**config.mk**
```make
export PLATFORM = sky130hd
export DESIGN_NAME = addsub_hex_display
export DESIGN_NICKNAME = d
export VERILOG_FILES = /design/src/rtl/addsub_hex_display_pkg.sv /design/src/rtl/addsub_hex_display_hex_to_7seg.sv /design/src/rtl/addsub_hex_display.sv
export SDC_FILE = /design/constraint.sdc
export NUM_CORES = 1
export LEC_CHECK = 0
export BUFFER_PORTS_ARGS = -buffer_cell sky130_fd_sc_hd__clkbuf_2
export CORE_ASPECT_RATIO = 2
export CORE_MARGIN = 4
export CORE_UTILIZATION = 55
export CTS_CLUSTER_DIAMETER = 100
export DETAILED_ROUTE_END_ITERATION = 7
export PLACE_DENSITY = 0.77
export SETUP_SLACK_MARGIN = 0.3
export SLEW_MARGIN = 40
export SYNTH_ARGS = -nofsm -noshare
export SYNTH_HDL_FRONTEND = slang
export SYNTH_HIERARCHICAL = 1
export SYNTH_SLANG_ARGS = --single-unit
```
**constraint.sdc**
```tcl
create_clock -name clk -period 2.7 [get_ports clk]
set_clock_uncertainty 0.1 [all_clocks]
set_input_delay 0.27 -clock clk [delete_from_list [all_inputs] [get_ports clk]]
set_output_delay 0.27 -clock clk [all_outputs]
set_load 0.05 [all_outputs]
```
**src/rtl/addsub_hex_display_pkg.sv**
```systemverilog
// Shared constants and helpers for the add/sub hex display block:
// seven-segment patterns, the blank pattern and the digit-count rule.
package addsub_disp_pkg;

  // Active-low {g,f,e,d,c,b,a} patterns for hex digits 0..F.
  localparam logic [6:0] HEX_SEG [16] = '{
    7'b1000000, 7'b1111001, 7'b0100100, 7'b0110000,
    7'b0011001, 7'b0010010, 7'b0000010, 7'b1111000,
    7'b0000000, 7'b0010000, 7'b0001000, 7'b0000011,
    7'b1000110, 7'b0100001, 7'b0000110, 7'b0001110
  };

  // All segments off; the digit's anode stays asserted.
  localparam logic [6:0] SEG_BLANK = 7'h7F;

  // Digits needed to show {cout, result}: ceil((width + 1) / 4).
  function automatic int min_digits(input int width);
    return (width + 4) / 4;
  endfunction

endpackage

```
**src/rtl/addsub_hex_display_hex_to_7seg.sv**
```systemverilog
// Combinational 4-bit to active-low seven-segment decoder.
module hex_to_7seg
  import addsub_disp_pkg::*;
(
  input  logic [3:0] nibble,
  output logic [6:0] seg
);

  assign seg = HEX_SEG[nibble];

endmodule

```
**src/rtl/addsub_hex_display.sv**
```systemverilog
// Registered adder/subtractor whose {cout, result} is scanned digit by
// digit onto a common-anode hexadecimal seven-segment display.
module addsub_hex_display
  import addsub_disp_pkg::*;
#(
  parameter int WIDTH       = 8,
  parameter int DIGITS      = 4,
  parameter int REFRESH_DIV = 100000,
  parameter bit BLANK_LZ    = 1'b0
) (
  input  logic              clk,
  input  logic              reset,
  input  logic [WIDTH-1:0]  a,
  input  logic [WIDTH-1:0]  b,
  input  logic              m,
  input  logic              load,
  output logic [WIDTH-1:0]  result,
  output logic              cout,
  output logic              ovf,
  output logic              valid,
  output logic [6:0]        segments,
  output logic [DIGITS-1:0] anode
);

  localparam int DW    = DIGITS * 4;
  localparam int IDX_W = (DIGITS > 1) ? $clog2(DIGITS) : 1;
  localparam int CNT_W = $clog2(REFRESH_DIV);

  // Parameter sanity, rejected at elaboration.
  if (WIDTH < 4) begin : g_bad_width
    $error("addsub_hex_display: WIDTH must be at least 4");
  end
  if (DIGITS < min_digits(WIDTH)) begin : g_bad_digits
    $error("addsub_hex_display: DIGITS too small to show {cout, result}");
  end
  if (REFRESH_DIV < 2) begin : g_bad_refresh
    $error("addsub_hex_display: REFRESH_DIV must be at least 2");
  end

  // Operand stage
  logic [WIDTH-1:0] a_q;
  logic [WIDTH-1:0] b_q;
  logic             m_q;
  logic             pend;

  // Latch operands on the load strobe; pend marks an operation in flight.
  // NOTE: all registered state uses non-blocking (<=) so every flop samples pre-edge values.
  always_ff @(posedge clk) begin
    if (!reset) begin
      a_q  <= '0;
      b_q  <= '0;
      m_q  <= 1'b0;
      pend <= 1'b0;
    end else begin
      pend <= load;
      if (load) begin
        a_q <= a;
        b_q <= b;
        m_q <= m;
      end
    end
  end

  // Arithmetic: A + (B ^ {m}) + m, one bit wider to keep the carry.
  logic [WIDTH-1:0] b_eff;
  logic [WIDTH:0]   sum;
  logic             sum_ovf;

  assign b_eff   = b_q ^ {WIDTH{m_q}};
  assign sum     = {1'b0, a_q} + {1'b0, b_eff} + (WIDTH + 1)'(m_q);
  assign sum_ovf = (a_q[WIDTH-1] == b_eff[WIDTH-1]) &&
                   (sum[WIDTH-1] != a_q[WIDTH-1]);

  // Result register; valid pulses for exactly the cycle the result updates.
  always_ff @(posedge clk) begin
    if (!reset) begin
      result <= '0;
      cout   <= 1'b0;
      ovf    <= 1'b0;
      valid  <= 1'b0;
    end else begin
      valid <= pend;
      if (pend) begin
        result <= sum[WIDTH-1:0];
        cout   <= sum[WIDTH];
        ovf    <= sum_ovf;
      end
    end
  end

  // Scan timing
  logic [CNT_W-1:0] refresh_cnt;
  logic [IDX_W-1:0] idx;

  // Refresh counter wraps at REFRESH_DIV-1 and steps the digit index.
  always_ff @(posedge clk) begin
    if (!reset) begin
      refresh_cnt <= '0;
      idx         <= '0;
    end else if (refresh_cnt == CNT_W'(REFRESH_DIV - 1)) begin
      refresh_cnt <= '0;
      idx         <= (idx == IDX_W'(DIGITS - 1)) ? '0 : idx + 1'b1;
    end else begin
      refresh_cnt <= refresh_cnt + 1'b1;
    end
  end

  // Digit selection and leading-zero blanking
  logic [DW-1:0]     disp_val;
  logic [DIGITS-1:0] blank;
  logic [3:0]        cur_nibble;
  logic              cur_blank;
  logic              upper_zero;
  logic [6:0]        dec_seg;

  assign disp_val = DW'({cout, result});

  // Find blankable digits (all nibbles at and above are zero) and pick the active one.
  // NOTE: every variable gets a default before the loops so no path infers a latch.
  always_comb begin
    blank      = '0;
    upper_zero = 1'b1;
    cur_nibble = 4'h0;
    cur_blank  = 1'b0;
    for (int i = DIGITS - 1; i >= 1; i--) begin
      upper_zero = upper_zero && (disp_val[4*i +: 4] == 4'h0);
      blank[i]   = upper_zero;
    end
    for (int i = 0; i < DIGITS; i++) begin
      if (idx == IDX_W'(i)) begin
        cur_nibble = disp_val[4*i +: 4];
        cur_blank  = blank[i];
      end
    end
  end

  hex_to_7seg u_hex_to_7seg (
    .nibble (cur_nibble),
    .seg    (dec_seg)
  );

  // Registered display outputs: active digit's pattern and its one-hot-low anode.
  always_ff @(posedge clk) begin
    if (!reset) begin
      segments <= SEG_BLANK;
      anode    <= '1;
    end else begin
      segments <= (BLANK_LZ && cur_blank) ? SEG_BLANK : dec_seg;
      anode    <= ~(DIGITS'(1) << idx);
    end
  end

endmodule
```
==> impl_metrics.csv, run 1 <==
group,metric,value,unit
global_routing,grt_overflow,0,
clock_network,clock_latency,0.34,ns
cells_and_area,multiInputGateArea,1670,µm²
run_status,status,"finished, final reports clean",
cells_and_area,layout_common_cells,"dfxtp_1, clkbuf_2, nor2_1, mux2i_1, nor2b_1",
clock_network,cts_tree,"done",
drt,drc_errors,0,
cells_and_area,final_nets,401,
power,p_leak,0.00153,µW
synth,syn_nets,356,
synth,synth_top_area_cell,"dfxtp_1",
min_path,hp-start,"b[5]",
synth,synth_seq_cells,59,
cells_and_area,antenna_cells,0,
drt,wire_per_inst,13.7,µm
drt,ant_nets,0,
synth,synth_edf_count,0,
global_routing,first_global_vias,2320,
cells_and_area,regArea,1180,µm²
worst_setup_path,cp.arrival,2.38,ns
synth,yosysUniqueCellTypes,50,
cells_and_area,syn2layout_area_growth,15.5,%
timing,fin_crit_sh,0.838,
synth,synth_ff_type,"dfxtp_1",
power,irDropWorstVdd,0.000779,V
worst_setup_path,worstSetupPathType,"reg2reg",
power,power,2130,µW
global_routing,grt_max_degree,31,
drt,wl,5810,µm
clock_network,cts-root-buf,"clkbuf_8",
synth,syn_inst,316,
floorplanning,start_util,0.572,
clock_network,htreeDepth,3,
timing,final.min_clock_period,2.26,ns
floorplanning,dieWidth,59.9,µm
timing,slew_headroom,0.592,
clock_network,holdBufCountCts,0,
clock_network,cts_buffers,9,
place,dp_hpwl,4340,µm
timing,setup_viol,0,
drt,vias_per_cell,5.49,
clock_network,clk_pin_slew,0.06,ns
global_routing,grt_pass1_wl,10100,µm
place,io_buffers,41,
worst_setup_path,cp-end-kind,"flip-flop",
cells_and_area,final_common_cell,"dfxtp_1",
timing,finalSetupTns,0,ns
floorplanning,io_pins,42,
place,place_congestion,0.873,
floorplanning,fp.dieH,112,µm
timing,fmax,442,MHz
synth,syn_area,2970,µm²
synth,synth_area_leaders,"dfxtp_1, ha_1, mux2i_1, nor2b_1, xor2_1",
clock_network,cts_setup_buffers,0,
clock_network,clock_path_buffers,2,
timing,drv_slew,0,
cells_and_area,fillCellCount,484,
floorplanning,fp.coreArea,5180,µm²
timing,hold_viol,0,
floorplanning,rows,37,
worst_setup_path,crit_required,2.82,ns
synth,synth_top_area_frac,0.398,
synth,async_flop_share,0,
timing,rsz0062_at_grt,"false",
clock_network,cts_resized,0,
drt,drtPass1Iterations,4,
cells_and_area,drive_gt1_frac,0.205,
floorplanning,die-area,6710,µm²
drt,num_vias,2328,
worst_setup_path,regToRegStartpoint,"m_q",
drt,dr.first_iter.drc_count,45,
synth,syn_avg_cell_area,9.39,µm²
job,cap_violations,0,
worst_setup_path,critPathMaxFanout,9,
timing,tightestPinTransition,0.613,ns
power,power.density,622,nW/µm²
synth,yosysSeqAreaShare,0.398,
min_path,hold_class,"in2reg",
global_routing,grtUsageTotal,0.198,
worst_setup_path,startpoint_type,"flip-flop",
clock_network,cts_sinks,59,
synth,ys.warnings.count,6,
global_routing,antenna_found_initial,0,
worst_setup_path,startpoint,"m_q",
[flip-flops by register name (all words and copies together), names as in the netlist]
register	flops
pend	1
valid	1
ovf	1
anode	4
segments	7
idx	2
m_q	1
cout	1
result	8
b_q	8
refresh_cnt	17
a_q	8
[power breakdown]
part | leakage [µW] | internal (µW) | switching (µW)
Clock | 0.000102 | 502 | 342
Combinational | 0.000940 | 129 | 214
Sequential | 0.000484 | 914 | 31.1
[cells by family after synthesis]
group / share of synthesized area
fa+ha+maj: 0.0868
buf+inv: 0.0430
mux: 0.0814
xor+xnor: 0.0738
simple gates: 0.222
compound gates: 0.0949
flops: 0.398
[layer usage]
layer | share of wire | vias up | GRT usage
li1 | - | 1171 | -
met1 | 0.36 | 1081 | 0.188
met2 | 0.55 | 54 | 0.345
met3 | 0.047 | 22 | 0.0684
met4 | 0.049 | 0 | 0.118
met5 | 0 | - | 0
[worst max-delay path, stage by stage, from the launching register on]
cell and delay [ns]:
dfxtp_2 0.47, xor2_1 0.29, inv_1 0.10, fa_1 0.41, nor2b_1 0.19, o21a_1 0.16, o21a_1 0.19, o21a_1 0.13
o211ai_1 0.09
[cell usage after synthesis (3+ instances only)]
| library cell | number |
|---|---|
| nand3_1 | 8 |
| xor2_1 | 16 |
| nor3_1 | 6 |
| xnor2_1 | 9 |
| inv_1 | 7 |
| o21a_1 | 6 |
| nor2b_1 | 23 |
| a21oi_1 | 9 |
| nand4_1 | 4 |
| a31oi_1 | 3 |
| nor2_1 | 29 |
| nand2b_1 | 10 |
| nand2_1 | 22 |
| and3_1 | 6 |
| dfxtp_1 | 59 |
| o21ai_1 | 6 |
| mux2i_1 | 23 |
| clkbuf_1 | 6 |
| and2_1 | 3 |
| ha_1 | 19 |
[worst paths after layout]
kind	end	slack, ns	cells after the start
worst max-delay path	result[6]	0.44	8
worst min-delay path	b_q[5]	0.09	3
worst max register to register	result[6]	0.44	8
worst min register to register	refresh_cnt[0]	0.35	1
[area by class of cell]
class	instances	area share
clock buffers	13	0.0493
clock inverters	3	0.0131
inverters	9	0.00986
multi-input cells	234	0.486
flip-flops and latches	59	0.345
well taps	58	0.0212
repair buffers	48	0.0752
[stage by stage]
step	setup slack (ns)	hold WS, ns	instance area [µm²]	utilization	cells
after floorplan	0.302	0.317	2970	-	316
after global placement	0.443	0.330	3200	0.618	408
after detailed placement	0.397	0.342	3200	0.618	408
after CTS	0.310	0.0717	3420	0.659	424
after global routing	0.326	0.0864	3430	0.661	424
final	0.438	0.0856	3430	0.661	424
(Power assumes the default switching activity.)
==> inputs of run 2 (changes only) <==
- clock period: 2.7 -> 2.3 ns (I/O delays scaled with it)
==> impl_metrics.csv, run 2 (synthesized netlist as in run 1, its figures left out) <==
group,metric,value,unit
global_routing,grt_overflow,0,
floorplanning,io_pins,42,
clock_network,htreeDepth,3,
power,p_leak,0.00175,µW
job,cap_violations,0,
global_routing,grtUsageTotal,0.224,
power,power_switching,745,µW
power,clockPowerShare,0.402,
clock_network,clock_latency,0.34,ns
drt,num_vias,2464,
worst_setup_path,cp-end-kind,"flip-flop",
floorplanning,rows,37,
timing,hold_viol,0,
drt,ant_nets,0,
power,p_sw_frac,0.270,
floorplanning,fp.coreArea,5180,µm²
drt,wl,6970,µm
worst_setup_path,critPathMaxFanout,5,
power,irDropWorstVdd,0.000683,V
timing,setup_viol,0,
clock_network,cts_tree,"done",
drt,vias_per_cell,5.44,
cells_and_area,top_register,"refresh_cnt",
worst_setup_path,crit_required,2.44,ns
cells_and_area,final_nets,431,
timing,drv_slew,0,
place,dp_hpwl,4750,µm
timing,tightestPinTransition,0.585,ns
floorplanning,die-area,6710,µm²
drt,drtPass1Iterations,4,
worst_setup_path,cp.arrival,2.24,ns
global_routing,grt_max_degree,21,
worst_setup_path,startpoint_type,"flip-flop",
worst_setup_path,regToRegStartpoint,"m_q",
worst_setup_path,ff2ff_setup_slack,0.20,ns
place,place_congestion,0.880,
cells_and_area,antenna_cells,0,
floorplanning,fp.dieH,112,µm
cells_and_area,drive_gt1_frac,0.365,
timing,finalSetupTns,0,ns
worst_setup_path,worst-r2r-cell-count,8,
clock_network,clk_pin_slew,0.07,ns
timing,final.min_clock_period,2.10,ns
floorplanning,dieWidth,59.9,µm
timing,fin_crit_sh,0.913,
global_routing,antenna_found_initial,0,
timing,rsz0062_at_grt,"true",
power,power.density,690,nW/µm²
power,seqPwrFrac,0.403,
power,combPwrFrac,0.195,
cells_and_area,utilization,0.770,
drt,dr.first_iter.drc_count,74,
timing,slew_headroom,0.610,
cells_and_area,largest_reg_flops,17,
floorplanning,start_util,0.572,
clock_network,clock_path_buffers,2,
run_status,status,"finished, final reports clean",
drt,drc_errors,0,
timing,timing.hold.ws,0.0437,ns
timing,fmax,476,MHz
worst_setup_path,regToRegEndpoint,"result[7]",
global_routing,grt_pass1_wl,11300,µm
global_routing,first_global_vias,2590,
clock_network,cts_buffers,9,
drt,wire_per_inst,15.4,µm
worst_setup_path,worstSetupPathType,"reg2reg",
cells_and_area,fillCellCount,357,
worst_setup_path,cp-endpoint,"result[7]",
place,io_buffers,41,
cells_and_area,layout_common_cells,"dfxtp_1, clkbuf_2, buf_4, nor2_1",
power,p_int,2010,µW
clock_network,cts_sinks,59,
min_path,hold_class,"in2reg",
worst_setup_path,startpoint,"m_q",
clock_network,holdBufCountCts,0,
cells_and_area,final_common_cell,"dfxtp_1",
cells_and_area,syn2layout_area_growth,34.6,%
clock_network,cts-root-buf,"clkbuf_8",
run 2: per-stage QoR:
stage	cells	worst slack, ns	area (µm²)	power, µW
final	453	0.200	3990	2760
after floorplan	316	0.117	3030	1450
after CTS	446	0.206	3800	2730
after global placement	417	0.182	3330	1560
after detailed placement	417	0.0968	3330	1570
after global routing	453	0.135	3990	2870
run 2: critical path, cell delays in order (launching register included):
cell     delay, ns
dfxtp_4       0.38
buf_12        0.14
xor2_1        0.14
ha_1          0.32
a21o_1        0.20
a31o_4        0.23
a21oi_4       0.15
nor4b_2       0.07
a311o_1       0.26
run 2: power groups by stage:
stage          sequential, µW  clock (µW)  combinational [µW]
3_3_place_gp             1130           0                 427
3_5_place_dp             1130           0                 438
5_1_grt                  1120        1170                 583
6_report                 1110        1110                 538
2_1_floorplan            1210           0                 235
4_1_cts                  1110        1130                 492
run 2: area by class of cell:
class	instances	area, µm²	share of cell area
Sequential cell	59	1190	0.299
Clock buffer	9	124	0.0310
Multi-Input combinational cell	234	1950	0.487
Clock inverter	6	105	0.0263
Timing Repair Buffer	78	514	0.129
Inverter	9	38.8	0.00971
Tap cell	58	72.6	0.0182
run 2: worst min-delay path by stage:
stage / start / end / slack (ns) / cells past startpoint
after global routing: b[6] / b_q[6] / 0.06 / 3
after CTS: b[3] / b_q[3] / 0.03 / 3
after global placement: refresh_cnt[0] / refresh_cnt[0] / 0.33 / 1
final: a[2] / a_q[2] / 0.04 / 3
after detailed placement: refresh_cnt[0] / refresh_cnt[0] / 0.34 / 1
after floorplan: a[7] / a_q[7] / 0.30 / 2
run 2: routing by layer:
layer  track usage  part of all wire
met1         0.213              0.35
met2         0.403              0.57
met3        0.0638             0.041
met4         0.121             0.042
met5             0                 0
run 2: timing repair:
item | 4_1_cts | 5_1_grt
gates resized for setup | 29 | 29
setup buffers | 14 | 7
endpoints found under the setup margin | 13 | 13
pin swaps | 14 | 18
==> inputs of run 3 (changes only) <==
- SYNTH_HIERARCHICAL: 1 -> default
==> impl_metrics.csv, run 3 <==
group,metric,value,unit
timing,finalSetupTns,0,ns
min_path,worstHoldPathCells,3,
clock_network,cts-root-buf,"clkbuf_8",
clock_network,clock_latency,0.34,ns
synth,syn_nets,341,
drt,vias_per_cell,5.51,
timing,tightestPinTransition,0.575,ns
timing,drv_slew,0,
floorplanning,rows,37,
global_routing,grt_pass1_wl,10900,µm
min_path,hold_path_end,"b_q[7]",
timing,fmax,473,MHz
drt,wire_per_inst,15.6,µm
job,cap_violations,0,
synth,syn_inst,302,
worst_setup_path,cp.arrival,2.25,ns
clock_network,clk_pin_slew,0.06,ns
worst_setup_path,regToRegStartpoint,"m_q",
cells_and_area,antenna_cells,0,
power,power,2480,µW
cells_and_area,final_common_cell,"dfxtp_1",
cells_and_area,regArea,1190,µm²
timing,setup_viol,0,
place,io_buffers,41,
timing,fin_crit_sh,0.918,
synth,async_flop_share,0,
cells_and_area,fillCellCount,363,
cells_and_area,top_register,"refresh_cnt",
min_path,hold_class,"in2reg",
global_routing,grt_overflow,0,
worst_setup_path,startpoint_type,"flip-flop",
floorplanning,fp.coreArea,5140,µm²
drt,drc_errors,0,
min_path,hp-start,"b[7]",
synth,synth_area_leaders,"dfxtp_1, mux2i_1, ha_1, xor2_1, nor2b_1",
synth,syn_area,2920,µm²
floorplanning,start_util,0.568,
drt,ant_nets,0,
synth,syn_avg_cell_area,9.67,µm²
place,place_congestion,0.833,
place,dp_hpwl,4470,µm
cells_and_area,drive_gt1_frac,0.354,
worst_setup_path,crit_buf_inv,1,
synth,synth_edf_count,0,
run_status,status,"finished, final reports clean",
clock_network,cts_sinks,59,
floorplanning,die-area,6610,µm²
place,dpl_worst_slack,0.101,ns
worst_setup_path,critPathTopFamily,"compound AO/OA/AOI/OAI gates",
floorplanning,io_pins,42,
synth,ys.warnings.count,0,
worst_setup_path,regToRegEndpoint,"result[7]",
timing,slew_headroom,0.614,
floorplanning,dieWidth,59.5,µm
synth,synth_top_area_frac,0.404,
timing,rsz0062_at_grt,"true",
worst_setup_path,crit_required,2.43,ns
worst_setup_path,ff2ff_setup_slack,0.19,ns
clock_network,cts_buffers,9,
timing,hold_viol,0,
drt,wl,6860,µm
cells_and_area,final_nets,416,
cells_and_area,syn2layout_area_growth,31.8,%
clock_network,clock_path_buffers,2,
global_routing,grtUsageTotal,0.216,
synth,synthTopCellsByCount,"dfxtp_1, mux2i_1, nor2b_1",
synth,yosysSeqAreaShare,0.404,
synth,synth_seq_cells,59,
drt,num_vias,2419,
clock_network,cts_tree,"done",
cells_and_area,multiInputGateArea,1850,µm²
power,irDropWorstVdd,0.000728,V
worst_setup_path,worst-r2r-cell-count,8,
worst_setup_path,cp_cell_sequence,"buf_12, xor2_1, ha_2, nand2_2, o21ai_4, a21oi_4, and4_1, a311o_1",
power,p_leak,0.00165,µW
synth,synth_ff_type,"dfxtp_1",
worst_setup_path,crit_slowest_cell,"ha_2",
worst_setup_path,cp-end-kind,"flip-flop",
drt,dr.first_iter.drc_count,106,
drt,drtPass1Iterations,5,
synth,synth_top_area_cell,"dfxtp_1",
cells_and_area,layout_common_cells,"dfxtp_1, clkbuf_2, mux2i_1, buf_4",
floorplanning,fp.dieH,111,µm
power,power.density,645,nW/µm²
global_routing,antenna_found_initial,0,
timing,worst_slack,0.188,ns
worst_setup_path,critPathMaxFanout,7,
cells_and_area,largest_reg_flops,17,
synth,synth_most_common_cell,"dfxtp_1",
global_routing,grt_max_degree,50,
clock_network,htreeDepth,3,
synth,yosysUniqueCellTypes,47,
timing,timing.hold.ws,0.0470,ns
global_routing,first_global_vias,2489,
worst_setup_path,worstSetupPathType,"reg2reg",
worst_setup_path,critical-path-max-stage-delay,0.38,ns
timing,final.min_clock_period,2.11,ns
run 3: changes by cell type after synthesis, sizes merged, moves of 3 or more:
cell	delta
and3	-3
nand3b	+3
nor3	-4
o221ai	+3
nand2b	-6
mux2i	+5
nand2	-4
o21ai	-4
inv	+3
nor2	-7
run 3: kinds of logic (layout without fill, tap and decap cells):
family | count (synthesis) | count (layout) | share of synthesized area
buf+inv | 24 | 103 | 0.0360
xor+xnor | 25 | 25 | 0.0750
simple gates | 108 | 108 | 0.207
flops | 59 | 59 | 0.404
compound gates | 38 | 38 | 0.0938
fa+ha+maj | 19 | 19 | 0.0840
mux | 29 | 29 | 0.0998
run 3: cell type report:
type	count	share of cell area
Timing Repair Buffer	76	0.131
Tap cell	58	0.0188
Multi-Input combinational cell	219	0.481
Clock inverter	1	0.00195
Inverter	12	0.0123
Clock buffer	14	0.0448
Sequential cell	59	0.310
run 3: worst max path at each step:
stage,startpoint,endpoint,slack [ns],depth (start not counted)
final,m_q,result[7],0.19,8
after global routing,m_q,result[5],0.13,9
after floorplan,idx[1],segments[3],0.29,9
after global placement,m_q,result[7],0.14,8
after CTS,m_q,result[7],0.22,8
after detailed placement,m_q,result[4],0.10,9
run 3: routing by layer:
metal  wire, µm  share of wire  vias to the layer above  track usage
li1           -              -                     1192            -
met1       2450           0.36                     1153        0.217
met2       3930           0.57                       58        0.388
met3        294          0.043                       16       0.0559
met4        180          0.026                        0        0.108
met5          0              0                        -            0
run 3: timing repair:
item / 4_1_cts / 5_1_grt
gates resized for setup: 16 / 31
setup buffers: 18 / 5
hold buffers: 0 / 0
pin swaps: 13 / 17
cloned: 0 / 1
endpoints found under the setup margin: 12 / 31
run 3: worst register-to-register path, cell delays in order (launching register included):
cell and delay, ns:
dfxtp_2 0.33, buf_12 0.14, xor2_1 0.14, ha_2 0.38, nand2_2 0.09, o21ai_4 0.23
a21oi_4 0.10, and4_1 0.17, a311o_1 0.31
run 3: stage by stage:
step / utilization / instances / area [µm²]
after CTS: 0.716 / 433 / 3680
after floorplan: - / 302 / 2990
after global placement: 0.641 / 400 / 3290
after detailed placement: 0.641 / 400 / 3290
after global routing: 0.749 / 439 / 3850
final: 0.749 / 439 / 3850
run 3: power breakdown:
part           switching, µW  leakage, µW  internal [µW]
Clock                    389    0.0000888            474
Sequential              36.3     0.000487           1070
Combinational            298      0.00107            216
Total                    723      0.00165           1760
